--- config.mk ---
export PLATFORM = sky130hd
export DESIGN_NAME = ahbl_arbiter
export DESIGN_NICKNAME = d
export VERILOG_FILES = /design/src/rtl/ahbl_arbiter.sv
export SDC_FILE = /design/constraint.sdc
export NUM_CORES = 1
export LEC_CHECK = 0
export ABC_CLOCK_PERIOD_IN_PS = 2400
export CORE_AREA = 2 2 141 143
export CTS_BUF_LIST = sky130_fd_sc_hd__clkbuf_2 sky130_fd_sc_hd__clkbuf_4 sky130_fd_sc_hd__clkbuf_8
export CTS_CLUSTER_DIAMETER = 200
export DETAILED_ROUTE_END_ITERATION = 6
export DIE_AREA = 0 0 143 145
export GPL_TIMING_DRIVEN = 0
export PLACE_DENSITY = 0.69
export SYNTH_ARGS = -nofsm -noshare
export SYNTH_HDL_FRONTEND = slang
export SYNTH_SLANG_ARGS = --single-unit
--- constraint.sdc ---
create_clock -name clk -period 2.4 [get_ports clk]
set_input_delay 0.48 -clock clk [delete_from_list [all_inputs] [get_ports clk]]
set_output_delay 0.48 -clock clk [all_outputs]
set_load 0.03 [all_outputs]
--- src/rtl/ahbl_arbiter.sv ---
// AHB-lite N:1 fixed-priority arbiter (port 0 highest). Requests that lose arbitration or arrive
// during a downstream stall are parked in a per-port buffer while that master's data phase is held.
module ahbl_arbiter #(
  parameter int unsigned N_PORTS = 2,
  parameter int unsigned W_ADDR  = 32,
  parameter int unsigned W_DATA  = 32
) (
  input  logic                      clk,
  input  logic                      rst_n,

  input  logic [N_PORTS-1:0]        src_hready,
  output logic [N_PORTS-1:0]        src_hready_resp,
  output logic [N_PORTS-1:0]        src_hresp,
  output logic [N_PORTS-1:0]        src_hexokay,
  input  logic [N_PORTS*W_ADDR-1:0] src_haddr,
  input  logic [N_PORTS-1:0]        src_hwrite,
  input  logic [N_PORTS*2-1:0]      src_htrans,
  input  logic [N_PORTS*3-1:0]      src_hsize,
  input  logic [N_PORTS*3-1:0]      src_hburst,
  input  logic [N_PORTS*4-1:0]      src_hprot,
  input  logic [N_PORTS*4-1:0]      src_hmaster,
  input  logic [N_PORTS-1:0]        src_hmastlock,
  input  logic [N_PORTS-1:0]        src_hexcl,
  input  logic [N_PORTS*W_DATA-1:0] src_hwdata,
  output logic [N_PORTS*W_DATA-1:0] src_hrdata,

  output logic                      dst_hready,
  input  logic                      dst_hready_resp,
  input  logic                      dst_hresp,
  input  logic                      dst_hexokay,
  output logic [W_ADDR-1:0]         dst_haddr,
  output logic                      dst_hwrite,
  output logic [1:0]                dst_htrans,
  output logic [2:0]                dst_hsize,
  output logic [2:0]                dst_hburst,
  output logic [3:0]                dst_hprot,
  output logic [3:0]                dst_hmaster,
  output logic                      dst_hmastlock,
  output logic                      dst_hexcl,
  output logic [W_DATA-1:0]         dst_hwdata,
  input  logic [W_DATA-1:0]         dst_hrdata
);

  typedef struct packed {
    logic [W_ADDR-1:0] addr;
    logic              write;
    logic [2:0]        size;
    logic [3:0]        prot;
    logic [3:0]        master;
    logic              mastlock;
    logic              excl;
  } addr_t;

  addr_t              live_a [N_PORTS];
  addr_t              src_a  [N_PORTS];
  addr_t              buf_q  [N_PORTS];
  addr_t              buf_d  [N_PORTS];
  addr_t              sel_a;
  logic [N_PORTS-1:0] buf_valid_q, buf_valid_d;
  logic [N_PORTS-1:0] dphase_sel_q, dphase_sel_d;
  logic [N_PORTS-1:0] gnt_hold_q;
  logic               hold_q, hold_d;
  logic [N_PORTS-1:0] live, eff_req, gnt_lo, grant;
  logic               found;
  logic [N_PORTS-1:0] unused_htrans_lsb;
  logic               unused_burst;

  // BUSY (2'b01) is treated as IDLE, and bursts are flattened, so these bits are never consulted.
  assign unused_burst = ^src_hburst;

  always_comb begin
    for (int i = 0; i < N_PORTS; i++) begin
      live_a[i].addr     = src_haddr[i*W_ADDR +: W_ADDR];
      live_a[i].write    = src_hwrite[i];
      live_a[i].size     = src_hsize[i*3 +: 3];
      live_a[i].prot     = src_hprot[i*4 +: 4];
      live_a[i].master   = src_hmaster[i*4 +: 4];
      live_a[i].mastlock = src_hmastlock[i];
      live_a[i].excl     = src_hexcl[i];
      live[i]            = src_hready[i] & src_htrans[2*i+1] & ~buf_valid_q[i];
      unused_htrans_lsb[i] = src_htrans[2*i];
    end
  end

  always_comb begin
    for (int i = 0; i < N_PORTS; i++) begin
      src_a[i] = buf_valid_q[i] ? buf_q[i] : live_a[i];
    end
  end

  assign eff_req = buf_valid_q | live;

  always_comb begin
    gnt_lo = '0;
    found  = 1'b0;
    for (int i = 0; i < N_PORTS; i++) begin
      if (eff_req[i] && !found) begin
        gnt_lo[i] = 1'b1;
        found     = 1'b1;
      end
    end
  end

  // While a downstream wait state is pending the issued address must not change owner.
  assign grant = hold_q ? gnt_hold_q : gnt_lo;

  always_comb begin
    sel_a = '0;
    for (int i = 0; i < N_PORTS; i++) begin
      if (grant[i]) sel_a = addr_t'(sel_a | src_a[i]);
    end
  end

  assign dst_hready    = dst_hready_resp;
  assign dst_haddr     = sel_a.addr;
  assign dst_hwrite    = sel_a.write;
  assign dst_hsize     = sel_a.size;
  assign dst_hprot     = sel_a.prot;
  assign dst_hmaster   = sel_a.master;
  assign dst_hmastlock = sel_a.mastlock;
  assign dst_hexcl     = sel_a.excl;
  assign dst_htrans    = (|grant) ? 2'b10 : 2'b00;
  assign dst_hburst    = 3'b000;

  always_comb begin
    dst_hwdata = '0;
    for (int i = 0; i < N_PORTS; i++) begin
      if (dphase_sel_q[i]) dst_hwdata = dst_hwdata | src_hwdata[i*W_DATA +: W_DATA];
    end
  end

  always_comb begin
    for (int i = 0; i < N_PORTS; i++) begin
      src_hready_resp[i]            = buf_valid_q[i] ? 1'b0 :
                                      dphase_sel_q[i] ? dst_hready_resp : 1'b1;
      src_hresp[i]                  = dphase_sel_q[i] & dst_hresp;
      src_hexokay[i]                = dphase_sel_q[i] & dst_hexokay;
      src_hrdata[i*W_DATA +: W_DATA] = dst_hrdata;
    end
  end

  always_comb begin
    buf_valid_d  = buf_valid_q;
    dphase_sel_d = dphase_sel_q;
    buf_d        = buf_q;
    hold_d       = dst_htrans[1] & ~dst_hready;
    if (dst_hready) dphase_sel_d = grant;
    for (int i = 0; i < N_PORTS; i++) begin
      if (grant[i] && dst_hready) begin
        buf_valid_d[i] = 1'b0;
      end else if (live[i]) begin
        buf_valid_d[i] = 1'b1;
        buf_d[i]       = live_a[i];
      end
    end
  end

  always_ff @(posedge clk or negedge rst_n) begin
    if (!rst_n) begin
      buf_valid_q  <= '0;
      dphase_sel_q <= '0;
      gnt_hold_q   <= '0;
      hold_q       <= 1'b0;
      for (int i = 0; i < N_PORTS; i++) buf_q[i] <= '0;
    end else begin
      buf_valid_q  <= buf_valid_d;
      dphase_sel_q <= dphase_sel_d;
      gnt_hold_q   <= grant;
      hold_q       <= hold_d;
      for (int i = 0; i < N_PORTS; i++) buf_q[i] <= buf_d[i];
    end
  end

endmodule
* Word-level counts from Yosys, hierarchy flattened *
Cells that the tools add are included.

cells by class
  muxes and demuxes = 18
  bitwise operators = 17
  reduce and logical (&&, ||, !) cells = 9

operators with widths
  kind                 count
  46-bit two-way mux   4
  32-bit two-way mux   2
  46-bit OR            1
  32-bit OR            1
  1-bit two-way mux    10
  1-bit bitwise AND    9
  1-bit inverter       5
  2-bit two-way mux    2
  2-bit AND reduction  2
  2-bit nonzero test   2
  1-bit logical AND    3
  2-bit OR             1
  2-bit OR reduction   1
  1-bit logical NOT    1

word-level totals
  bits in registers = 99
  logic and storage cells = 63

* Logic depth before layout (Yosys ltp) *
  word-level depth = 11
  gate-level depth with buffers = 6
  gate-level depth less buffers = 4

* Least setup slack after synthesis *
No wires, ideal clock.

  path type = input-to-output
  start = input port src_hready[0]
  end = output port dst_haddr[25]
  arrival time = 1.738 ns
  data required time = 1.920 ns
  slack = 0.182 ns
  stages on the path = 4
  cell sequence = a211o_1 -> o21a_1 -> clkbuf_1 -> o22ai_1

on the way
  word-level cells in the longest chain between the ends = 9
  elaborated cells on any way between the ends = 11

ends and longest elaborated chain
  item                                RTL line  source
  from (decl)                         11        input logic [N_PORTS-1:0] src_hready,
  1-bit bitwise AND (*) (2 in a row)  80        live[i] = src_hready[i] & src_htrans[2*i+1] & ~buf_valid_q[i];
  2-bit OR (*)                        91        assign eff_req = buf_valid_q | live;
  1-bit two-way mux (*)               97        if (eff_req[i] && !found) begin
  1-bit logical NOT                   97
  1-bit logical AND                   97
  1-bit two-way mux                   97
  2-bit two-way mux (*)               105       assign grant = hold_q ? gnt_hold_q : gnt_lo;
  46-bit two-way mux (*)              110       if (grant[i]) sel_a = addr_t'(sel_a | src_a[i]);
  to (decl)                           31        output logic [W_ADDR-1:0] dst_haddr,

Mark *: on every way between the ends. The rest lies on a longest branch, timed or not.

* Final worst setup path *
  start = register buf_valid_q[0]
  end = output port dst_haddr[14]

on the way
  word-level cells in the longest chain between the ends = 9
  elaborated cells on any way between the ends = 12

ends and longest elaborated chain
  item                    RTL line  source
  from (decl)             59        logic [N_PORTS-1:0] buf_valid_q, buf_valid_d;
  from (signal assigned)  166       buf_valid_q <= buf_valid_d;
  1-bit inverter          80
  1-bit bitwise AND       80
  2-bit OR                91
  1-bit two-way mux       97
  1-bit logical NOT       97
  1-bit logical AND       97
  1-bit two-way mux       97
  2-bit two-way mux       105
  46-bit two-way mux (*)  110

Marks and branches as above.

==> impl_metrics.tcl <==
set metrics [dict create \
    firstDrtPassIters 6 \
    wl_mm 20.65 \
    synth.avg_cell_area_um2 12.13 \
    reg2regPathDepth 4 \
    yosysUniqueCellTypes 26 \
    viasPerCell 4.717 \
    gp_congestion 0.7658 \
    clock_latency_ps 390 \
    ys_warn_count 0 \
    rsz0062_at_grt "true" \
    fin_crit_ps 2416 \
    setup_violations 21 \
    cts.sinks 99 \
    nets 1046 \
    timing.fmax_mhz 413.8 \
    finClkSkew_ps 20.11 \
    synth_flop_cell "dfrtp_1" \
    r2r-start "gnt_hold_q[0]$_DFF_PN0_" \
    drtIter0Drc 141 \
    slew_headroom_pct 49.15 \
    hold_viol_final 0 \
    ant_nets 0 \
    via_count 5241 \
    die_x_um 143 \
    start_kind "register" \
    yosys.area.top_type "dfrtp_1" \
    leakage_nw 4.689 \
    wl_met2_mm 10.20 \
    cp-end-kind "output pin" \
    pre_cts_ws_ps -1012 \
    post-route-util_pct 57.73 \
    crit_arrival_ps 1940 \
    core_mm2 0.01921 \
    yosys_register_bits 99 \
    final_cells 1111 \
    clk_path_buf_depth 2 \
    antenna_found_initial 0 \
    synth.top_cells.by_count "99 x dfrtp_1, 92 x mux2i_1, 74 x buf_4" \
    grt_max_degree 56 \
    power_frac_comb_pct 63.1 \
    synth-async-reset-ratio_pct 100.0 \
    drc 0 \
    n_antenna_cell 0 \
    r2r_end "buf_q[84]$_DFFE_PN0P_" \
    crit_end "dst_haddr[14]" \
    fin_total_pwr_mw 11.01 \
    critPathLaunch "buf_valid_q[0]$_DFFE_PN0P_" \
    maxCapViolCount 0 \
    htree_levels 3 \
    p_int_mw 6.504 \
    power_density_mw_per_mm2 992.8 \
    layout-drive-gt1-share_pct 40.31 \
    slew_viol_final 0 \
    rrSetupSlack_ps 250 \
    crit_path_max_fanout 5 \
    grt_pass1_vias 5471 \
    crit_type "reg -> out" \
    switching_share_pct 40.92 \
    grt_pass1_wl_mm 31.40 \
    final.fill_count 1628 \
    yosysTopAreaCellShare_pct 40.84 \
    placedCellCount 1082 \
    wl_met3_mm 1.476 \
    start_util_pct 31.58 \
    port_buffers 313 \
    numCtsBuffers 9 \
    die_area_mm2 0.02074 \
    ioPinCount 359 \
    seqPwrFrac_pct 25.6 \
    synthCells 500 \
    root_buffer "clkbuf_8" \
    status "complete, but fails checks" \
    die_h_um 145 \
    highest_layer "met4" \
    cts_tree "built" \
    fin_crit_sh_pct 100.7 \
    violations "setup timing" \
    yosys.cell_count.top_type "dfrtp_1" \
    irDropWorstVdd_mv 0.5486 \
    syn_to_final_growth_pct 82.80 \
    hold_class "in -> async" \
    synth_edf_count 0 \
    wl_per_cell_um 18.59 \
    worst_pin_slew_ps 762.8 \
    globalRouteOverflowTotal 0 \
    wl_met1_mm 8.729 \
    dp_hpwl_mm 14.79 \
    fp-row-count 51 \
    netlist_area_mm2 0.006066 \
    worstPathRequired_ps 1920 \
    yosys-top-cells-area "dfrtp_1 41%, mux2i_1 15%, mux2_4 9.9%, buf_4 9.2%, mux2_1 7.4%" \
    grtUsageTotal_pct 19.75 \
    fin_ws_ps -16.39 \
    synth-seq-area-share_pct 40.84 \
    clk_pin_slew_ps 100 \
    p_switching_mw 4.505 \
    clkPwrFrac_pct 11.3 \
]
==> worst min path at each step <==
stage | endpoint | slack, ps
after floorplan | buf_q[0]$_DFFE_PN0P_ | 180
after global placement | buf_q[70]$_DFFE_PN0P_ | 470
after detailed placement | buf_q[61]$_DFFE_PN0P_ | 470
after CTS | buf_q[69]$_DFFE_PN0P_ | 160
after global routing | buf_q[69]$_DFFE_PN0P_ | 180
final | buf_q[69]$_DFFE_PN0P_ | 140
==> worst max-delay path: stages (launching register included) <==
cell	delay, ps
dfrtp_2	420
a211o_4	350
o21a_4	270
clkbuf_16	190
o22ai_4	170
buf_6	160
==> cells by family (layout without fill, tap and decap cells) <==
kind of cell           count (synthesis)  count (layout)  synth area share (%)
muxes                                184             184                 34.74
buffers and inverters                111             453                 12.25
AOI/OAI and AO/OA                     90              91                 10.83
and+or+nand+nor                       15              15                 1.279
DFF                                   99              99                 40.84
other                                  1               4               0.06182
==> cells in the final DEF (no fill, tap or decap), types with 2 or more instances in the layout <==
cell type / Yosys / routed
mux2_1: 40 / 40
and2_1: 4 / 4
clkbuf_8: 0 / 10
a21oi_1: 7 / 6
dlygate4sd2_1: 0 / 36
conb_1: 1 / 4
bufinv_16: 0 / 2
nand2_1: 4 / 3
buf_8: 0 / 2
clkinv_2: 0 / 2
buf_6: 5 / 56
clkbuf_16: 0 / 9
dfrtp_1: 99 / 96
buf_12: 0 / 5
o21a_4: 0 / 2
buf_4: 74 / 83
clkdlybuf4s50_1: 0 / 228
mux2_4: 40 / 40
nor2_1: 3 / 3
clkbuf_2: 0 / 7
inv_1: 3 / 3
mux2i_2: 0 / 49
mux2i_1: 92 / 43
o22ai_4: 0 / 46
clkbuf_4: 0 / 5
dfrtp_2: 0 / 3
mux2_2: 12 / 12
a22o_1: 32 / 32
==> per-layer routing <==
layer | GRT usage, % | vias up
met4 | 3.960 | 0
met1 | 24.79 | 2594
met2 | 33.71 | 191
met3 | 5.677 | 15
met5 | 0 | -
li1 | - | 2441
==> through the flow <==
stage          cell area [µm²]  hold WS, ps  setup TNS [ps]
2_1_floorplan             6077        184.4               0
3_3_place_gp              9542        466.5         -371410
3_5_place_dp              9567        474.7          -52130
4_1_cts                  10940        160.8           -2110
5_1_grt                  11090        182.1           -2965
6_report                 11090        144.8          -132.5
==> area by class of cell <==
class                      count  area [µm²]  area share [%]
clock buffer                  10       137.6           1.241
inverter                       3       11.26          0.1016
multi-input combinational    294        3724           33.58
buffer                       105       932.1           8.407
sequential                    99        2481           22.38
timing repair buffer         329        3383           30.51
clock inverter                 6       87.58          0.7899
tap                          265       331.6           2.990
==> registers in the layout, summed over array words and instances (netlist names) <==
name          flops
buf_q            92
hold_q            1
dphase_sel_q      2
buf_valid_q       2
gnt_hold_q        2
==> what timing repair did <==
action / in CTS / in global routing
buffers inserted: 8 / 3
hold buffers: 0 / 0
gates cloned: 5 / 0
pin swaps: 49 / 1
setup endpoints to repair: 85 / 47
resized for setup: 555 / 31
==> power by group through the flow <==
stage | Clock [mW] | Combinational [mW] | Sequential [mW]
after detailed placement | 0 | 5.24 | 2.73
after CTS | 1.29 | 6.81 | 2.77
after floorplan | 0 | 3.37 | 2.64
after global placement | 0 | 5.21 | 2.71
final | 1.25 | 6.94 | 2.82
after global routing | 1.36 | 7.30 | 2.91
Note: power is estimated with default switching activity, not from simulation.
